--- src/rtl/k_transpose_buffer.sv ---
// Captures a full K matrix as row-major tiles and replays it as K^T (tile order and tile contents transposed).
// Latency: first output tile is valid 1 clk after the last input accept; then 1 tile/clk with no bubbles.
// Backpressure: input is refused for the whole drain; output holds data/flags stable while out_ready is low.
module k_transpose_buffer #(
    parameter int WIDTH      = 16,
    parameter int BLOCK_SIZE = 2,
    parameter int ROW_TILES  = 2,
    parameter int COL_TILES  = 3
) (
    input  logic                                  clk,
    input  logic                                  rst_n,
    input  logic                                  in_valid,
    output logic                                  in_ready,
    input  logic [WIDTH*BLOCK_SIZE*BLOCK_SIZE-1:0] in_data,
    output logic                                  out_valid,
    input  logic                                  out_ready,
    output logic [WIDTH*BLOCK_SIZE*BLOCK_SIZE-1:0] out_data,
    output logic                                  out_row_last,
    output logic                                  out_last,
    output logic                                  busy
);

    localparam int TILE_W = WIDTH * BLOCK_SIZE * BLOCK_SIZE;
    localparam int N_TILES = ROW_TILES * COL_TILES;
    localparam int CW  = (N_TILES > 1)   ? $clog2(N_TILES)   : 1;
    localparam int RCW = (ROW_TILES > 1) ? $clog2(ROW_TILES) : 1;
    localparam int CCW = (COL_TILES > 1) ? $clog2(COL_TILES) : 1;

    localparam logic [CW-1:0]  LAST_ADDR = CW'(N_TILES - 1);
    localparam logic [RCW-1:0] R_LAST    = RCW'(ROW_TILES - 1);
    localparam logic [CCW-1:0] C_LAST    = CCW'(COL_TILES - 1);

    typedef enum logic {S_FILL, S_DRAIN} state_t;

    state_t              r_state;
    logic [CW-1:0]       r_wr_cnt;
    logic [RCW-1:0]      r_r;
    logic [CCW-1:0]      r_c;
    logic                r_out_valid;
    logic [TILE_W-1:0]   r_out_data;
    logic                r_out_row_last;
    logic                r_out_last;
    logic [TILE_W-1:0]   r_mem [N_TILES];

    logic                w_in_fire;
    logic                w_last_in;
    logic                w_out_fire;
    logic [RCW-1:0]      w_nr;
    logic [CCW-1:0]      w_nc;
    logic [CW-1:0]       w_rd_addr;
    logic [TILE_W-1:0]   w_rd_data;

    // Element (i,j) of the result is element (j,i) of the source tile.
    function automatic logic [TILE_W-1:0] f_transpose(input logic [TILE_W-1:0] t);
        logic [TILE_W-1:0] o;
        o = '0;
        for (int i = 0; i < BLOCK_SIZE; i++) begin
            for (int j = 0; j < BLOCK_SIZE; j++) begin
                o[(i*BLOCK_SIZE+j)*WIDTH +: WIDTH] = t[(j*BLOCK_SIZE+i)*WIDTH +: WIDTH];
            end
        end
        return o;
    endfunction

    assign in_ready     = (r_state == S_FILL);
    assign w_in_fire    = in_valid && in_ready;
    assign w_last_in    = w_in_fire && (r_wr_cnt == LAST_ADDR);
    assign w_out_fire   = r_out_valid && out_ready;

    assign out_valid    = r_out_valid;
    assign out_data     = r_out_data;
    assign out_row_last = r_out_row_last;
    assign out_last     = r_out_last;
    assign busy         = (r_state != S_FILL) || (r_wr_cnt != '0);

    // Next tile coordinates to present: (0,0) on the prefetch, else r inner / c outer.
    always_comb begin
        w_nr = '0;
        w_nc = '0;
        if (!w_last_in) begin
            if (r_r == R_LAST) begin
                w_nr = '0;
                w_nc = r_c + 1'b1;
            end else begin
                w_nr = r_r + 1'b1;
                w_nc = r_c;
            end
        end
        w_rd_addr = CW'(w_nr) * CW'(COL_TILES) + CW'(w_nc);
    end

    // Read port; the bypass only matters for a 1x1 matrix, where the prefetched tile is the one being written.
    always_comb begin
        w_rd_data = r_mem[w_rd_addr];
        if (w_in_fire && (r_wr_cnt == w_rd_addr)) begin
            w_rd_data = in_data;
        end
    end

    // Tile storage write port; contents need no reset since nothing is read before it is written.
    always_ff @(posedge clk) begin
        if (w_in_fire) begin
            r_mem[r_wr_cnt] <= in_data;
        end
    end

    // Fill/drain controller with registered output tile and flags.
    always_ff @(posedge clk or negedge rst_n) begin
        if (!rst_n) begin
            r_state        <= S_FILL;
            r_wr_cnt       <= '0;
            r_r            <= '0;
            r_c            <= '0;
            r_out_valid    <= 1'b0;
            r_out_data     <= '0;
            r_out_row_last <= 1'b0;
            r_out_last     <= 1'b0;
        end else begin
            case (r_state)
                S_FILL: begin
                    if (w_in_fire) begin
                        if (w_last_in) begin
                            r_wr_cnt       <= '0;
                            r_state        <= S_DRAIN;
                            r_r            <= '0;
                            r_c            <= '0;
                            r_out_valid    <= 1'b1;
                            r_out_data     <= f_transpose(w_rd_data);
                            r_out_row_last <= (w_nr == R_LAST);
                            r_out_last     <= (w_nr == R_LAST) && (w_nc == C_LAST);
                        end else begin
                            r_wr_cnt <= r_wr_cnt + 1'b1;
                        end
                    end
                end
                S_DRAIN: begin
                    if (w_out_fire) begin
                        if (r_out_last) begin
                            r_state        <= S_FILL;
                            r_out_valid    <= 1'b0;
                            r_r            <= '0;
                            r_c            <= '0;
                            r_out_row_last <= 1'b0;
                            r_out_last     <= 1'b0;
                        end else begin
                            r_r            <= w_nr;
                            r_c            <= w_nc;
                            r_out_data     <= f_transpose(w_rd_data);
                            r_out_row_last <= (w_nr == R_LAST);
                            r_out_last     <= (w_nr == R_LAST) && (w_nc == C_LAST);
                        end
                    end
                end
                default: r_state <= S_FILL;
            endcase
        end
    end

endmodule

--- config.mk ---
export PLATFORM = sky130hd
export DESIGN_NAME = k_transpose_buffer
export DESIGN_NICKNAME = d
export VERILOG_FILES = /design/src/rtl/k_transpose_buffer.sv
export SDC_FILE = /design/constraint.sdc
export NUM_CORES = 1
export LEC_CHECK = 0
export ABC_AREA = 1
export BUFFER_PORTS_ARGS = -buffer_cell sky130_fd_sc_hd__buf_2
export CORE_MARGIN = 4
export CORE_UTILIZATION = 45
export CTS_CLUSTER_DIAMETER = 30
export CTS_CLUSTER_SIZE = 8
export DETAILED_ROUTE_END_ITERATION = 10
export PLACE_DENSITY = 0.6
export SLEW_MARGIN = 0
export SYNTH_ARGS = -nofsm -noshare
export SYNTH_HDL_FRONTEND = slang
export SYNTH_SLANG_ARGS = --single-unit
--- constraint.sdc ---
create_clock -name clk -period 6.59 [get_ports clk]
set_input_delay 0.3295 -clock clk [delete_from_list [all_inputs] [get_ports clk]]
set_output_delay 0.3295 -clock clk [all_outputs]
set_load 0.01 [all_outputs]
[Word level (Yosys, flattened, before mapping)]
Memory sizes are Yosys's and may differ from the RTL's.
Cells that the tools add are included.
Widths: inputs -> output; s select.
Storage, ports and cells
  output and inout bits: 69
  register bits: 74
  input bits: 68
  memory bits (writable): 384
  memories kept: 1
Memories
  r_mem: words 6, bits a word 64, rd ports 1, clocked after Yosys merged registers in 0, write ports 1, RTL line 43  | logic [TILE_W-1:0] r_mem [N_TILES];
Operators by class
  mux-type cells: 41
  reduce and logical (&&, ||, !) cells: 11
  add/sub/neg operators: 4
  bitwise operators: 1
  multiply operators: 1
  equal/unequal tests: 8
Operators with widths (number)
  $mux 64: 5
  $pmux 64 s2: 1
  $mux 1: 22
  $mux 2: 6
  $pmux 1 s2: 5
  $ne 2x1->1 const B: 4
  $reduce_and 4->1: 2
  $logic_and 1x1->1: 5
  $pmux 2 s2: 1
  $add 3x1->3 const B: 1
  $add 3x2->3: 1
  $eq 3x3->1: 1
  $eq 3x3->1 const B: 1
  $mul 1x2->3 const B: 1
  $mux 3: 1
  $reduce_and 3->1: 1
  $reduce_bool 3->1: 1
  $add 2x1->2 const B: 1
  $eq 2x2->1 const B: 1
  $ne 2x2->1 const B: 1
  $reduce_and 2->1: 1
  $add 1x1->1 const B: 1
  $logic_or 1x1->1: 1
  $not 1->1: 1

[Depth between registers and ports, before layout]
Gate-level depths: netlist (run 1).
  depth after elaboration: 12
  depth in mapped cells: 20
  mapped depth without buffers: 17

[Worst setup path after synthesis (run 1)]
OpenSTA, ideal clock, no wires.
  path type: reg-to-reg
  from: reg r_state
  to: mem r_mem[0][0] in the netlist's numbering (enable)
  data required time: 6104 ps
  period minus slack after synthesis: 3897 ps
  stages on the path, launching flop included: 4
  slack: 2693 ps
  arrival time: 3411 ps
  path buffers: 0
  cell sequence: dfrtp_1 -> nor2_4 -> nand2_1 -> nor2_1
On the way
  word-level cells in the longest chain between the ends: 4
RTL lines
  start, declared: RTL line 35  | state_t r_state;
  start signal, assigned: RTL line 110  | r_state <= S_FILL;
  start signal, assigned: RTL line 124  | r_state <= S_DRAIN;
  start signal, assigned: RTL line 139  | r_state <= S_FILL;
  $not 1->1 (no line)
  $logic_and 1x1->1: RTL line 66  | assign w_in_fire = in_valid && in_ready;
  $mux 1: RTL line 102  | if (w_in_fire) begin
  $mux 1 (implied by the code): RTL line 103  | r_mem[r_wr_cnt] <= in_data;
  end, declared: RTL line 43
No other way between the ends.

[Worst setup path in the final report (run 1)]
  from: reg r_wr_cnt[1]
  to: reg r_out_data[32], in the netlist out_data[32]
On the way
  word-level cells in the longest chain between the ends: 11
RTL lines
  start, declared: RTL line 36  | logic [CW-1:0] r_wr_cnt;
  start signal, assigned: RTL line 132  | r_wr_cnt <= r_wr_cnt + 1'b1;
  parallel branches: the longest is 11 deep, another holds $mem_v2 6x64
  end signal, assigned: RTL line 128  | r_out_data <= f_transpose(w_rd_data);
  end signal, assigned: RTL line 148  | r_out_data <= f_transpose(w_rd_data);
  end, declared: RTL line 40  | logic [TILE_W-1:0] r_out_data;
Several ways; the timed one is not identified. The select of a mux whose other input is x is not followed.
A chain may end at the register's enable or synchronous reset.

==> metrics.txt, run 1 <==
status=finished, final reports clean; Slew Viols, Final=0; fin crit period=5.10 ns; root buffer cell=clkbuf_16; syn_nets=1809; Seq/Total Area, Yosys=0.686; GRT Total Usage=0.216; Initial DRC Count=991; Leak=0.0104 uW; number of global-route vias before repair=13900; Max Cap Violations=0; initial antenna violation count=5; area of the multi-input gates=5000 um^2; H-tree Lvls=3; hpwl dp=24.3 mm; Mapped Area=19500 um^2; power per cell area=599 nW/um^2; Clock Tree Buf Depth=3; Worst slew margin=0.245; Final nets=2028; Vias=13500; Routed wire per std cell=19.2 um; setup_tns=0 ns; Layout area overhead=27.4%; CP Launch Type=register; Top-Level Pins=137; DRT Pass-1 Iters=5; global-route wire length before repair=79.3 mm; share of cells above drive strength 1=0.214; Worst Path Arrival=5.58 ns; Sink Count=458; Rows=75; largest net degree at the start of global routing=87; Peak VDD IR=0.571 mV; Yosys reg bits=458; synthesized area per cell=11.2 um^2; Die W=216 um; Core ar.=42400 um^2; Final ANT Viol Nets=0; Hold Path Class=in -> reg; Max Fclk=196 MHz; vias per cell=5.14; clk slew on worst S/H paths=0.05 ns; Ys Warns=0; final non-filler cell total=2630; hold path cells=1; port buffer count=136; CP Capture Type=register; initial core utilization=0.460; GPL Wtd Cong=0.761; final setup vio count=0; total wire length=50.6 mm; kind of critical path=reg -> reg; FF-to-FF path depth=18; total grt overflow=0; register area=13400 um^2; RSZ-0062 raised after global routing=false; cts bufs inserted=106; Req. time, crit path=7.08 ns; Hold Vio Cnt, Final=0; synth unique cells=26; worst-skew pair later-pin latency=0.62 ns; placed cell count=2360; Worst-Margin Slew=1.13 ns; FILL cells=3444; TritonCTS clock tree=done; Setup Fix Bufs, Post-CTS=0; Remaining DRCs=0; CP max FO=64; Synth Instances=1736; fin crit share=0.773; die area=46700 um^2; Die H=216 um; Final Skew=0.0190 ns
logic make-up (layout without fill, tap and decap cells):
kind of cell             after synthesis  in the layout  synth area share
AND/OR/NAND/NOR                      949            949             0.222
flip-flops                           458            458             0.686
buffers and inverters                251            564            0.0615
AO/OA/AOI/OAI                         73             73            0.0270
adder cells (fa/ha/maj)                5              5           0.00359
other                                  0              4                 0
synthesized netlist by cell type (all sizes together):
cell type / number / area share
nand2: 543 / 0.10
o22ai: 1 / 0.00032
dfrtp: 74 / 0.095
edfxtp: 384 / 0.59
clkbuf: 32 / 0.0062
a21oi: 1 / 0.00026
nor2: 13 / 0.0038
fa: 1 / 0.0010
inv: 147 / 0.028
buf: 72 / 0.027
or2: 64 / 0.021
ha: 4 / 0.0026
nand4: 2 / 0.00064
o21ai: 7 / 0.0018
nand3: 327 / 0.092
o211ai: 64 / 0.025
path summary, 6_finish.rpt:
| kind | from | end | slack [ns] |
|---|---|---|---|
| max | r_wr_cnt[1]$_DFFE_PN0P_ | out_data[32]$_DFFE_PN0P_ | 1.49 |
| min | in_data[36] | r_mem[5][36]$_DFFE_PP_ | 0.01 |
| max reg2reg | r_wr_cnt[1]$_DFFE_PN0P_ | out_data[32]$_DFFE_PN0P_ | 1.49 |
| min reg2reg | out_data[59]$_DFFE_PN0P_ | out_data[59]$_DFFE_PN0P_ | 0.47 |
| max in group asynchronous | rst_n | out_data[56]$_DFFE_PN0P_ | 5.23 |
| min in group asynchronous | rst_n | out_data[35]$_DFFE_PN0P_ | 0.18 |
through the flow:
stage                     area (um^2)  hold slack (ns)  utilization  power, uW  setup slack, ns
final                           24800           0.0145        0.586      14900             1.49
after global routing            24800           0.0127        0.586      15800             1.04
after CTS                       24800          0.00333        0.585      15000             1.50
after detailed placement        20500            0.280        0.482       9560             1.52
after global placement          20500            0.274        0.482       9470             1.62
after floorplan                 19500           0.0339            -       7930             2.69
routing by layer:
| layer | up-vias | GRT usage | wire (um) |
|---|---|---|---|
| li1 | 6405 | - | - |
| met1 | 6602 | 0.286 | 21800 |
| met2 | 422 | 0.359 | 24500 |
| met3 | 81 | 0.0452 | 3220 |
| met4 | 2 | 0.0734 | 1110 |
| met5 | - | 0 | 13 |
layout make-up:
type                    count  share of cell area
clock inverters            73              0.0351
repair buffers            215              0.0578
well taps                 577              0.0291
flip-flops and latches    458               0.539
clock buffers             129               0.115
inverters                 147              0.0224
multi-input cells        1027               0.201
diodes                      4            0.000403
where the power goes:
group	total [uW]	internal [uW]	switching, uW
combinational	6020	1840	4180
clock	5380	3760	1620
sequential	3480	3350	131
critical path: stages, from the launching register on:
cell     delay (ns)
dfrtp_1        0.38
inv_1          0.12
ha_1           0.21
nand3_1        0.36
inv_1          0.08
nor2_1         0.21
ha_4           0.16
inv_1          0.05
fa_4           1.30
inv_4          0.37
nand2_1        0.15
nand2_1        0.09
nor2_4         0.14
buf_4          0.87
nand3_1        0.14
nand2_1        0.12
inv_1          0.06
nand2_1        0.06
nand2_1        0.06
sequential cells by signal, indices dropped and copies added (netlist names):
register and cells:
r_mem 384, out_data 64, r_wr_cnt 3, r_c 2
out_last 1, out_row_last 1, out_valid 1, r_r 1
r_state 1
what timing repair did:
action                    in CTS  in global routing
hold buffers                  64                  0
gates resized for setup        0                  0
hold endpoints to repair     391                  0
placed cells by master, fill, tap and decap left out, drive strengths merged, types with 12 or more instances in the layout:
cell and instances:
buf 151, bufinv 18, clkbuf 129, clkinv 41, clkinvlp 12, dfrtp 74
dlygate4sd3 64, edfxtp 384, inv 149, nand2 543, nand3 327, nor2 13
o211ai 64, or2 64
No activity file was read; power rests on OpenSTA's default activity.
==> run 2: changes to the inputs <==
--- a/config.mk
+++ b/config.mk
@@ -12,7 +12,7 @@
 export CTS_CLUSTER_DIAMETER = 30
 export CTS_CLUSTER_SIZE = 8
 export DETAILED_ROUTE_END_ITERATION = 10
-export PLACE_DENSITY = 0.6
+export PLACE_DENSITY = 0.63
 export SLEW_MARGIN = 0
 export SYNTH_ARGS = -nofsm -noshare
 export SYNTH_HDL_FRONTEND = slang
==> constraint.sdc (replaced) <==
create_clock -name clk -period 4.35 [get_ports clk]
set_input_delay 0.2175 -clock clk [delete_from_list [all_inputs] [get_ports clk]]
set_output_delay 0.2175 -clock clk [all_outputs]
set_load 0.01 [all_outputs]
==> run 2 against run 1 <==
Die area unchanged. Routed wire length decreased by 0.33%. Worst hold slack improved by 0.044 ns. Count of clock-buffer cells in the layout grew 8. Cell count is 0.30% lower. Register-to-register slack got worse by 0.97 ns. Flip-flop and latch count stayed put. Maximum frequency rose by 33%. Via count increased by 0.63%. Critical endpoint is now out_data[56]$_DFFE_PN0P_. Largest cell class unchanged. Largest power group unchanged. Highest routed layer is now met4.
==> metrics.txt, run 2 (same netlist as run 1, synthesis figures left out) <==
status=finished, final reports clean; Leak=0.0103 uW (-0.72%); Remaining DRCs=0 (unchanged); Hold Vio Cnt, Final=0 (unchanged); Initial DRC Count=1065 (+7.5%); number of global-route vias before repair=13900 (+0.47%); power per cell area=883 nW/um^2 (+47%); GPL Wtd Cong=0.780 (+2.4%); Rows=75 (unchanged); Worst Path Arrival=4.36 ns (-1.22 ns); global-route wire length before repair=78.9 mm (-0.52%); r2r endpoint=out_data[56]$_DFFE_PN0P_; GRT Total Usage=0.216 (-0.000359); share of cells above drive strength 1=0.210 (-0.00378); port buffer count=136 (unchanged); vias per cell=5.19 (+0.94%); Max Fclk=262 MHz (+33%); Clock Tree Buf Depth=3 (unchanged); DRT Pass-1 Iters=5 (unchanged); Final Skew=0.0150 ns (-0.00394 ns); commonest cells after routing, fill and taps aside=nand2_1 (540), edfxtp_1 (384), nand3_1 (297); Top-Level Pins=137 (unchanged); FILL cells=3482 (+1.1%); R2R Setup Slk=0.53 ns (-0.97 ns); Vias=13600 (+0.63%); Worst slew margin=0.299 (+0.0536); CP Capture Type=register; fin crit share=0.879 (+0.105); Die H=216 um (unchanged); reg2reg start=r_wr_cnt[1]$_DFFE_PN0P_; clk slew on worst S/H paths=0.05 ns (about the same); cts bufs inserted=95 (-10%); Hold Path Class=in -> reg; max reg flops=384 (unchanged); hold path cells=5 (+4); Final ANT Viol Nets=0 (unchanged); RSZ-0062 raised after global routing=false; Min-Delay Startpoint=in_valid; fin crit period=3.82 ns (-1.27 ns); worst-skew pair later-pin latency=0.61 ns (about the same); final setup vio count=0 (unchanged); H-tree Lvls=3 (unchanged); TritonCTS clock tree=done; root buffer cell=clkbuf_16; initial core utilization=0.460 (unchanged); Slew Viols, Final=0 (unchanged); Routed wire per std cell=19.2 um (about the same); setup_tns=0 ns (unchanged); Max Cap Violations=0 (unchanged); Final nets=2034 (+0.30%); Req. time, crit path=4.88 ns (-2.20 ns); FF-to-FF path depth=16 (-2); register area=13400 um^2 (unchanged); hpwl dp=25.5 mm (+5.0%); die area=46700 um^2 (unchanged); kind of critical path=reg -> reg; Sink Count=458 (unchanged); Layout area overhead=26.4%; total grt overflow=0 (unchanged); Setup Fix Bufs, Post-CTS=0 (unchanged); Die W=216 um (unchanged); hold slack=0.0582 ns (+0.0437 ns); area of the multi-input gates=5000 um^2 (unchanged); most common cell after layout, fill and taps aside=nand2_1; Most flops, register=r_mem; initial antenna violation count=2 (-3); CP Launch Type=register; Peak VDD IR=1.31 mV (+130%); Core ar.=42400 um^2 (unchanged); Worst-Margin Slew=1.05 ns (-0.0778 ns); hold worst-path end=r_wr_cnt[2]$_DFFE_PN0P_; CP max FO=90 (+41%); total wire length=50.4 mm (-0.33%); largest net degree at the start of global routing=129 (+48%)
==> run 2: cell count changes in the layout (fill, tap and decap cells not counted), moves of 8 or more <==
cell	previous run	this run
clkbuf_1	14	26
clkbuf_16	109	97
clkinv_1	15	4
buf_12	0	9
clkinvlp_4	12	3
clkbuf_8	6	14
clkinv_2	23	15
==> run 2: final cells by class <==
cell class / instances / area share
flip-flops and latches: 458 / 0.543
clock inverters: 42 / 0.0239
well taps: 577 / 0.0293
diodes: 2 / 0.000203
inverters: 147 / 0.0226
clock buffers: 137 / 0.110
repair buffers: 232 / 0.0682
multi-input cells: 1027 / 0.203
==> run 2: worst max-delay path by stage <==
stage / slack (ns) / endpoint / start / cells past startpoint
2_1_floorplan: 0.45 / r_mem[0][0]$_DFFE_PP_ / r_state$_DFF_PN0_ / 3
3_3_place_gp: 0.68 / out_data[57]$_DFFE_PN0P_ / r_wr_cnt[1]$_DFFE_PN0P_ / 16
3_5_place_dp: 0.58 / out_data[54]$_DFFE_PN0P_ / r_wr_cnt[1]$_DFFE_PN0P_ / 16
4_1_cts: 0.54 / out_data[56]$_DFFE_PN0P_ / r_wr_cnt[1]$_DFFE_PN0P_ / 16
5_1_grt: 0.20 / out_data[34]$_DFFE_PN0P_ / r_wr_cnt[1]$_DFFE_PN0P_ / 16
6_report: 0.53 / out_data[56]$_DFFE_PN0P_ / r_wr_cnt[1]$_DFFE_PN0P_ / 16
==> run 2: metal layers <==
metal | GRT usage | wire (um) | up-vias
li1 | - | - | 6392
met1 | 0.288 | 21900 | 6618
met2 | 0.357 | 24000 | 499
met3 | 0.0452 | 3500 | 88
met4 | 0.0717 | 1050 | 0
met5 | 0 | 0 | -
==> run 2: stage by stage <==
step | cells | util | power, uW | setup slack (ns) | instance area, um^2
2_1_floorplan | 1736 | - | 12000 | 0.453 | 19500
3_3_place_gp | 2375 | 0.488 | 14300 | 0.676 | 20700
3_5_place_dp | 2375 | 0.488 | 14500 | 0.585 | 20700
4_1_cts | 2620 | 0.581 | 21900 | 0.541 | 24600
5_1_grt | 2622 | 0.581 | 23200 | 0.205 | 24700
6_report | 2622 | 0.581 | 21800 | 0.528 | 24700
==> run 2: power by group <==
group | switching, uW | internal [uW]
Combinational | 6300 | 2900
Clock | 2250 | 5030
Sequential | 212 | 5070
Total | 8760 | 13000
==> run 2: worst max-delay path: stages, from the launching register on <==
cell,delay (ns)
dfrtp_1,0.39
inv_1,0.12
ha_1,0.22
nand3_1,0.15
buf_4,0.19
nand2_1,0.09
inv_1,0.11
ha_4,0.13
inv_1,0.05
fa_4,0.86
buf_4,0.81
nand2_1,0.14
nand3_1,0.14
nand3_1,0.10
nand3_1,0.11
nand2_1,0.06
nand2_1,0.05
==> run 2: timing repair <==
action                                 CTS  global route
hold buffers                            66             0
gates resized for setup                  0             0
endpoints found under the hold margin  435             0
==> run 3: changes to the inputs <==
--- a/config.mk
+++ b/config.mk
@@ -8,11 +8,11 @@
 export ABC_AREA = 1
 export BUFFER_PORTS_ARGS = -buffer_cell sky130_fd_sc_hd__buf_2
 export CORE_MARGIN = 4
-export CORE_UTILIZATION = 45
+export CORE_UTILIZATION = 25
 export CTS_CLUSTER_DIAMETER = 30
 export CTS_CLUSTER_SIZE = 8
 export DETAILED_ROUTE_END_ITERATION = 10
-export PLACE_DENSITY = 0.63
+export PLACE_DENSITY = 0.39
 export SLEW_MARGIN = 0
 export SYNTH_ARGS = -nofsm -noshare
 export SYNTH_HDL_FRONTEND = slang
==> run 3 against run 2 <==
Power up 9.1%. First-iteration DRC count down 33%. Count of clock-buffer cells in the layout up 19.
==> metrics.txt, run 3 (same netlist as run 1, synthesis figures left out) <==
largest net degree at the start of global routing=129 (unchanged); max reg flops=384 (unchanged); H-tree Lvls=3 (unchanged); Sink Count=458 (unchanged); R2R Setup Slk=0.62 ns (+0.09 ns); Top-Level Pins=137 (unchanged); Worst slew margin=0.293 (-0.00549); die area=82500 um^2 (+77%); commonest cells after routing, fill and taps aside=nand2_1 (540), edfxtp_1 (384), nand3_1 (297); crit-path max cell delay=0.88 ns (+0.02 ns); final setup vio count=0 (unchanged); cts bufs inserted=117 (+23%); root buffer cell=clkbuf_16; Core ar.=77300 um^2 (+82%); Final nets=2053 (+0.93%); Remaining DRCs=0 (unchanged); fin crit share=0.858 (-0.0206); final non-filler cell total=3124 (+19%); total wire length=61.2 mm (+21%); CP endpoint=out_data[12]$_DFFE_PN0P_; CP startpoint=r_wr_cnt[1]$_DFFE_PN0P_; vias per cell=4.31 (-17%); power per cell area=913 nW/um^2 (+3.4%); Leak=0.0107 uW (+3.7%); CP Capture Type=register; setup slack after layout=0.617 ns (+0.0897 ns); r2r endpoint=out_data[12]$_DFFE_PN0P_; CP Launch Type=register; Worst Path Arrival=4.24 ns (-0.12 ns); Final Skew=0.0213 ns (+0.00623 ns); DRT Pass-1 Iters=4 (-1); critical path's top delay family=adder cells; TritonCTS clock tree=done; Initial DRC Count=715 (-33%); most common cell after layout, fill and taps aside=nand2_1; global-route wire length before repair=91.7 mm (+16%); Die H=287 um (+33%); placed cell count=2835 (+19%); reg2reg start=r_wr_cnt[1]$_DFFE_PN0P_; Worst-Margin Slew=1.06 ns (+0.00824 ns); Final ANT Viol Nets=0 (unchanged); initial core utilization=0.252 (-0.208); Buffers & Inverters on Critical Path=6 (+1); final core utilization=0.336 (-0.245); status=finished, final reports clean; fin crit period=3.73 ns (-0.0897 ns); Hold Path Class=in -> reg; Die W=287 um (+33%); Routed wire per std cell=19.6 um (+1.9%); Max Cap Violations=0 (unchanged); clk slew on worst S/H paths=0.04 ns (about the same); CP Cell Sequence=inv_1, ha_1, nand3_1, inv_1, nor2_1, ha_4, inv_1, fa_4, inv_4, nand2_1, nand2_1, nor2_4, buf_12, nand3_1, nand2_1, inv_1, nand2_1, nand2_1; port buffer count=136 (unchanged); Req. time, crit path=4.86 ns (-0.02 ns); Rows=102 (+36%); total grt overflow=0 (unchanged); worst-skew pair later-pin latency=0.64 ns (+0.03 ns); Hold Vio Cnt, Final=0 (unchanged); Slew Viols, Final=0 (unchanged); Most Frequent Cell on Critical Path=nand2_1; share of cells above drive strength 1=0.229 (+0.0190); kind of critical path=reg -> reg; total power=23700 uW (+9.1%); Vias=13500 (-1.0%); Most flops, register=r_mem; initial antenna violation count=2 (unchanged); hpwl dp=30.0 mm (+17%); FF-to-FF path depth=18 (+2); Peak VDD IR=1.14 mV (-13%); number of global-route vias before repair=14000 (+0.17%); Max Fclk=268 MHz (+2.4%); GRT Total Usage=0.148 (-0.0674); slowest stage cell, crit path=fa_4; setup_tns=0 ns (unchanged); Clock Tree Buf Depth=3 (unchanged); GPL Wtd Cong=0.697 (-11%); Layout area overhead=33.4%; pre-CTS setup slack=0.586 ns (+0.00126 ns); CP max FO=64 (-29%); RSZ-0062 raised after global routing=false; WP depth=18 (+2)
[run 3: cell count changes in the layout (fill, tap and decap cells not counted), sizes merged]
cell / previous run / this run
buf: 166 / 163
bufinv: 12 / 15
clkbuf: 137 / 156
clkinv: 27 / 38
clkinvlp: 3 / 10
diode: 2 / 1
inv: 147 / 150
[run 3: worst min path at each step]
stage                     depth (start not counted)  slack, ns                        to  startpoint
final                                             5       0.08   r_wr_cnt[2]$_DFFE_PN0P_    in_valid
after CTS                                         5       0.03   r_wr_cnt[2]$_DFFE_PN0P_    in_valid
after global routing                              5       0.06   r_wr_cnt[2]$_DFFE_PN0P_    in_valid
after global placement                            1       0.40  out_data[14]$_DFFE_PN0P_       rst_n
after detailed placement                          1       0.38  out_data[12]$_DFFE_PN0P_       rst_n
after floorplan                                   0      -0.08   out_data[0]$_DFFE_PN0P_       rst_n
[run 3: per-stage QoR]
step	hold WS [ns]	area [um^2]
detailed placement	0.385	21300
global route	0.0562	26000
finish	0.0805	26000
global placement	0.400	21300
floorplan	-0.0781	19500
CTS	0.0258	26000
[run 3: where the power goes]
group / switching [uW] / internal [uW] / total [uW]
registers: 232 / 5080 / 5310
logic: 6700 / 2940 / 9640
clock network: 2590 / 6210 / 8790
total: 9520 / 14200 / 23700
[run 3: final cells by class]
class / instances / area (um^2)
Sequential cell: 458 / 13400
Tap cell: 1040 / 1300
Timing Repair Buffer: 229 / 1680
Multi-Input combinational cell: 1027 / 4990
Fill cell: 7808 / 51300
Antenna cell: 1 / 2.50
Clock inverter: 66 / 752
Inverter: 147 / 557
Clock buffer: 156 / 3350
[run 3: metal layers]
layer / track usage / vias up / part of all wire
li1: - / 6453 / -
met3: 0.0306 / 77 / 0.049
met5: 0 / - / 0.00011
met4: 0.0463 / 2 / 0.018
met2: 0.246 / 309 / 0.48
met1: 0.196 / 6615 / 0.46
[run 3: timing repair]
action                    4_1_cts  5_1_grt
gates resized for setup         0        0
buffers inserted                0        0
hold endpoints to repair      434        0
hold buffers                   66        0
[run 3: tightest hold or removal path: stages]
cell	delay [ns]
buf_2	0.10
inv_1	0.13
nor2_4	0.09
nand3_1	0.08
nand2_1	0.06
